--- src/rtl/tl_pkg.sv ---
// tl_pkg: light codes, phase enum and phase-to-light lookup for the traffic controller
package tl_pkg;
  localparam logic [1:0] GREEN  = 2'b00;
  localparam logic [1:0] YELLOW = 2'b01;
  localparam logic [1:0] RED    = 2'b10;
  localparam logic [1:0] LEFT   = 2'b11;
  typedef enum logic [1:0] {SG, SY, LG, LY} tl_state_e;
  function automatic logic [1:0] light_code(tl_state_e s);
    return s == SG ? GREEN : s == LG ? LEFT : YELLOW;
  endfunction
endpackage

--- src/rtl/tl_phase_timer.sv ---
// tl_phase_timer: phase dwell counter, cleared on clr, saturating at LIMIT
//   clk, reset (async, active-high) | clr: restart at 0 next cycle | cnt: cycles spent in phase
module tl_phase_timer #(
  parameter int LIMIT = 7,
  parameter int W     = $clog2(LIMIT + 1)
) (
  input  logic         clk,
  input  logic         reset,
  input  logic         clr,
  output logic [W-1:0] cnt
);
  logic [W-1:0] cnt_q, cnt_d;
  assign cnt_d = clr ? '0 : (cnt_q == W'(LIMIT)) ? cnt_q : cnt_q + 1'b1;
  always_ff @(posedge clk or posedge reset)
    if (reset) cnt_q <= '0;
    else       cnt_q <= cnt_d;
  assign cnt = cnt_q;
endmodule

--- src/rtl/tl_cntr_param.sv ---
// tl_cntr_param: round-robin N_DIR-way traffic light controller with straight and left-arrow phases
//   clk, reset (async, active-high) | T, TL: straight / left-turn demand per direction
//   L: 2-bit light code per direction | dir: direction currently served
//   Build option: define TL_LEFT_SKIP_EN to skip the left-arrow phase when no left demand exists.
module tl_cntr_param import tl_pkg::*; #(
  parameter int N_DIR   = 2,
  parameter int MIN_GRN = 3,
  parameter int MAX_GRN = 8,
  parameter int YEL_CYC = 2
) (
  input  logic                       clk,
  input  logic                       reset,
  input  logic [N_DIR-1:0]           T,
  input  logic [N_DIR-1:0]           TL,
  output logic [2*N_DIR-1:0]         L,
  output logic [$clog2(N_DIR)-1:0]   dir
);
  localparam int DW = $clog2(N_DIR);
  localparam int CW = $clog2(MAX_GRN);
  tl_state_e     state_q, state_d;
  logic [DW-1:0] dir_q, dir_d, dir_nx;
  logic [CW-1:0] cnt;
  logic          dem, grn_done, yel_done, skip, clr;
  tl_phase_timer #(.LIMIT(MAX_GRN - 1), .W(CW)) u_timer (
    .clk   (clk),
    .reset (reset),
    .clr   (clr),
    .cnt   (cnt)
  );
  // demand only matters in SG/LG; yellow exits purely on time
  assign dem      = (state_q == LG) ? TL[dir_q] : T[dir_q];
  assign grn_done = (cnt >= CW'(MIN_GRN - 1) && !dem) || cnt == CW'(MAX_GRN - 1);
  assign yel_done = cnt == CW'(YEL_CYC - 1);
  assign dir_nx   = (dir_q == DW'(N_DIR - 1)) ? '0 : dir_q + 1'b1;
`ifdef TL_LEFT_SKIP_EN
  assign skip = !TL[dir_q];
`else
  assign skip = 1'b0;
`endif
  always_comb begin
    state_d = state_q;
    dir_d   = dir_q;
    case (state_q)
      SG: state_d = grn_done ? SY : SG;
      SY: if (yel_done) begin
        state_d = skip ? SG : LG;
        dir_d   = skip ? dir_nx : dir_q;
      end
      LG: state_d = grn_done ? LY : LG;
      default: if (yel_done) begin
        state_d = SG;
        dir_d   = dir_nx;
      end
    endcase
  end
  // every direction change coincides with a state change, so this restarts the dwell timer
  assign clr = state_d != state_q;
  always_ff @(posedge clk or posedge reset)
    if (reset) begin
      state_q <= SG;
      dir_q   <= '0;
    end else begin
      state_q <= state_d;
      dir_q   <= dir_d;
    end
  always_comb begin
    L = '0;
    for (int i = 0; i < N_DIR; i++)
      L[2*i +: 2] = (DW'(i) == dir_q) ? light_code(state_q) : RED;
  end
  assign dir = dir_q;
endmodule

--- config.mk ---
export PLATFORM = sky130hd
export DESIGN_NAME = tl_cntr_param
export DESIGN_NICKNAME = d
export VERILOG_FILES = /design/src/rtl/tl_pkg.sv /design/src/rtl/tl_phase_timer.sv /design/src/rtl/tl_cntr_param.sv
export SDC_FILE = /design/constraint.sdc
export NUM_CORES = 1
export LEC_CHECK = 0
export ABC_CLOCK_PERIOD_IN_PS = 2200
export BUFFER_PORTS_ARGS = -buffer_cell sky130_fd_sc_hd__buf_2
export CORE_AREA = 5 5 42 44
export CTS_CLUSTER_DIAMETER = 80
export DETAILED_ROUTE_END_ITERATION = 8
export DIE_AREA = 0 0 47 49
export SLEW_MARGIN = 20
export SYNTH_ARGS = -nofsm -noshare
export SYNTH_HDL_FRONTEND = slang
export SYNTH_SLANG_ARGS = --single-unit
export TNS_END_PERCENT = 5
--- constraint.sdc ---
create_clock -name clk -period 2.2 [get_ports clk]
set_input_delay 0.22 -clock clk [delete_from_list [all_inputs] [get_ports clk]]
set_output_delay 0.22 -clock clk [all_outputs]
set_load 0.005 [all_outputs]
After elaboration in Yosys (flattened, before gate mapping). Index checks and enable logic that the tools add are counted.

Flip-flop bits (word level): 6. ROM bits: 0. Latch bits: 0. Memory bits (writable): 0. Bits of input ports: 6. Output and inout bits: 5. Word-level logic and storage cells: 37. Memories: 0.

Divide/modulo/power cells: 0. Multipliers: 0. Bitwise gates (word level): 1. Mux-type cells: 17. Shifts and indexed selects: 0. Magnitude comparators: 2. Add/subtract/negate cells: 2. Equal/unequal tests: 6. Reductions and logical operators: 6.

Operator list (count): 2-bit two-way mux (6); 1-bit two-way mux (8); 3-bit two-way mux (2); 2-bit case mux with 3 select lines (1); 3-bit by 1-bit adder with 3-bit output, second input constant (1); 3-bit by 1-bit == test with 1-bit output, second input constant (1); 3-bit == test, second input constant (1); 3-bit by 2-bit greater-or-equal comparator with 1-bit output, second input constant (1); 3-bit OR reduction (1); 2-bit by 1-bit == test with 1-bit output, second input constant (1); 2-bit == test, second input constant (1); 2-bit logical NOT (1); 1-bit by 2-bit less-than comparator with 1-bit output, second input constant (1); 2-bit by 1-bit inequality test with 1-bit output, second input constant (1); 2-bit inequality test (1); 2-bit AND reduction (1); 1-bit adder, second input constant (1); 1-bit logical AND (1); 1-bit logical NOT (1); 1-bit logical OR (1); 1-bit NOT (1).

Longest topological paths before layout.
Depth in word-level cells: 10. Depth in mapped cells: 6. Gate-level depth less buffers: 5.

By module. Synthesis repeated with hierarchy kept, for this count alone.

Cell total of the unflattened synthesis: 42. Area total of the unflattened synthesis: 392.9 um2.

Modules (own cells, without submodules): tl_cntr_param (instances 1, area each 249.0 um2, cells each 30); tl_phase_timer (instances 1, area each 143.9 um2, cells each 12).

Least setup slack after synthesis. Ideal clock, no wire load.

Path type: reg-to-reg. Start point: register u_timer.cnt_q[0], in the netlist u_timer.cnt[0]. End point: register u_timer.cnt_q[0], in the netlist u_timer.cnt[0]. Setup slack: 0.668 ns. Clock period less this slack: 1.532 ns. Required time: 2.069 ns. Stages on the path, launching flop included: 7. Data arrival time: 1.401 ns. Library setup time: 0.131 ns. Cell sequence: dfrtp_1 ha_1 ha_1 buf_1 and2_1 o221ai_1 o31ai_2.

Longest elaborated chain between the ends: 7. Elaborated cells on any way between the ends: 15.

RTL lines: from (decl) (RTL line tl_phase_timer.sv:12) `logic [W-1:0] cnt_q, cnt_d;`; from (signal assigned) (RTL line tl_phase_timer.sv:16) `else cnt_q <= cnt_d;`; 3-bit by 2-bit greater-or-equal comparator with 1-bit output (RTL line tl_cntr_param.sv:32) `assign grn_done = (cnt >= CW'(MIN_GRN - 1) && !dem) || cnt == CW'(MAX_GRN - 1);`; 1-bit logical AND (RTL line tl_cntr_param.sv:32); 1-bit logical OR (RTL line tl_cntr_param.sv:32); 1-bit two-way mux (RTL line tl_cntr_param.sv:44, tl_cntr_param.sv:49); 2-bit case mux with 3 select lines (RTL line tl_cntr_param.sv:43) `case (state_q)`; 2-bit inequality test (RTL line tl_cntr_param.sv:57) `assign clr = state_d != state_q;`; 2-bit by 1-bit inequality test with 1-bit output (no source line) or 3-bit two-way mux (tied branches).

Parallel ways exist; a longest one is shown, timed or not. The select of a mux whose other input is x is not followed. A chain may end at the register's enable or synchronous reset.

Final worst setup path.
Start point: register u_timer.cnt_q[0], in the netlist u_timer.cnt[0]. End point: register u_timer.cnt_q[1], in the netlist u_timer.cnt[1].

Same word-level chain as after synthesis.

==> flow_summary.ini <==
[routing]
wl_per_cell_um = 11.1
ant_nets = 0
drt-initial-drc-count = 3
drt_pass1_iterations = 2
viasPerCell = 4.79
vias = 340
wl_um = 785
drc_errors = 0

[placed_design]
numPortBuffers = 10
gp_congestion = 0.774
dp_hpwl_um = 619

[sta]
finalHoldViolations = 0
skew_ps = 3.53
setup_viol = 0
holdWs_ps = 429
tightestPinTransition_ps = 357
finalCriticalPeriod_ps = 1620
max_freq_mhz = 617
fin_crit_sh = 0.737
rsz0062_at_grt = no
slew_viol_final = 0
relSlewSlack = 0.762
timing.setup.tns_ps = 0

[pwr]
p_per_area_nw_per_um2 = 1550
ir_drop_mv = 0.656
leakage_nw = 0.241
total_power_mw = 0.791

[cells_and_area]
multi_input_area_um2 = 241
regArea_um2 = 150
drive_above_1_share = 0.327
nNetsFinal = 66
antennaDiodeCount = 0
num-fill-cells = 145
area_growth_pct = 20.8

[clock_tree]
htree_levels = 1
cts_tree = built
cts-hold-fix-buffers = 1
cts_root_buf = clkbuf_4
clk_pin_slew_ps = 40
cts_buffers = 3
cts_resized = 0
post_cts.repair.setup_buffers = 0
clk_latency_ps = 240
clk_path_buf_depth = 2
cts.sinks = 6

[yosys]
avgSynthCellArea_um2 = 9.81
ys_warn_count = 0
syn_area_um2 = 422
synthCells = 43
synth-seq-cells = 6
synth_nets = 52
seq_area_frac_synth = 0.356
synth_cell_type_count = 22

[grt]
grt_use_total = 0.0851
grt_pass1_vias = 297
grt_pass1_wl_um = 1390
grt_max_degree = 11
antenna_found_initial = 0
grt_overflow = 0

[min_path]
hold_path_depth = 3
hp-class = in2reg

[floorplanning]
ios = 11
coreArea_um2 = 1400
chipWidth_um = 47
start_util = 0.301
design.die.area_um2 = 2300
rows = 14
fp.dieH_um = 49

[setup_path]
cp_max_fo = 10
cp.required_ps = 2350
crit_path_end_kind = flop
critPathKind = reg2reg
crit_arrival_ps = 1770
startpoint_type = flop
r2r_cells = 5

[run]
cap_violations = 0

[run_status]
status = finished clean
## path summary, 6_finish.rpt
check / from / to / slack [ps]
max: u_timer.cnt[0]$_DFFE_PP0P_ / u_timer.cnt[1]$_DFFE_PP0P_ / 580
min: T[0] / state_q[0]$_DFF_PP0_ / 430
max reg2reg: u_timer.cnt[0]$_DFFE_PP0P_ / u_timer.cnt[1]$_DFFE_PP0P_ / 580
min reg2reg: u_timer.cnt[0]$_DFFE_PP0P_ / u_timer.cnt[0]$_DFFE_PP0P_ / 530
max in group asynchronous: reset / u_timer.cnt[0]$_DFFE_PP0P_ / 1560
min in group asynchronous: reset / u_timer.cnt[2]$_DFFE_PP0P_ / 440
## power by group
group          internal [mW]  switching (mW)
registers              0.171          0.0872
clock network         0.0616          0.0377
logic                  0.231           0.203
## kinds of logic (layout without fill, tap and decap cells)
kind of cell,Yosys count,in the layout,share of synthesized area
adder cells (fa/ha/maj),3,3,0.0890
multiplexers,1,1,0.0534
AO/OA/AOI/OAI,7,7,0.160
XOR/XNOR,2,2,0.0416
buffers and inverters,6,18,0.0712
AND/OR/NAND/NOR,18,18,0.228
flip-flops,6,6,0.356
## routing by layer
layer / global-route usage / vias up / share of wire
met5: 0 / - / 0
met4: 0.0276 / 0 / 0
met3: 0.0554 / 0 / 0.041
met2: 0.111 / 5 / 0.46
met1: 0.112 / 157 / 0.49
li1: - / 178 / -
## critical path, stage by stage (launching register included)
cell,delay [ps]
dfrtp_1,410
ha_1,220
ha_1,300
nor3_1,310
o221ai_1,180
o31ai_2,90
## synth_stat cells
cell type	n	area, um^2
inv_1	4	15.0
and2_1	2	12.5
nor2b_1	1	6.26
buf_1	1	3.75
ha_1	3	37.5
a2bb2oi_1	1	8.76
nor3_1	1	5.00
mux4_2	1	22.5
xor2_1	1	8.76
dfrtp_1	6	150
o31ai_2	2	25.0
nand2b_1	1	6.26
nand2b_2	2	17.5
a22oi_1	1	7.51
nand3b_1	1	7.51
buf_6	1	11.3
xnor2_1	1	8.76
nand3_1	3	15.0
o2111ai_1	1	8.76
nand2_1	1	3.75
o221ai_1	2	17.5
nor2_1	6	22.5
## state kept, by name, indices dropped and copies added, names as in the netlist
| name | flops |
|---|---|
| state_q | 2 |
| u_timer.cnt | 3 |
| dir | 1 |
## cell type report
type | count | area share
clock buffers | 3 | 0.0442
multi-input cells | 31 | 0.474
well taps | 16 | 0.0393
flip-flops and latches | 6 | 0.295
inverters | 4 | 0.0295
repair buffers | 11 | 0.118
## cells in the final DEF, fill, tap and decap left out, types with 2 or more instances in the layout
cell type / count
buf_2: 10
nor2_1: 6
dfrtp_1: 6
inv_1: 4
nand3_1: 3
ha_1: 3
clkbuf_4: 3
nand2b_2: 2
and2_1: 2
o221ai_1: 2
o31ai_2: 2
## metrics by stage
stage,utilization,cells,setup WS (ps),cell area [um^2]
floorplan,-,43,668,422
global placement,0.340,67,598,477
detailed placement,0.340,67,591,477
CTS,0.363,71,581,509
global route,0.363,71,407,509
finish,0.363,71,580,509
(Power assumes the default switching activity.)
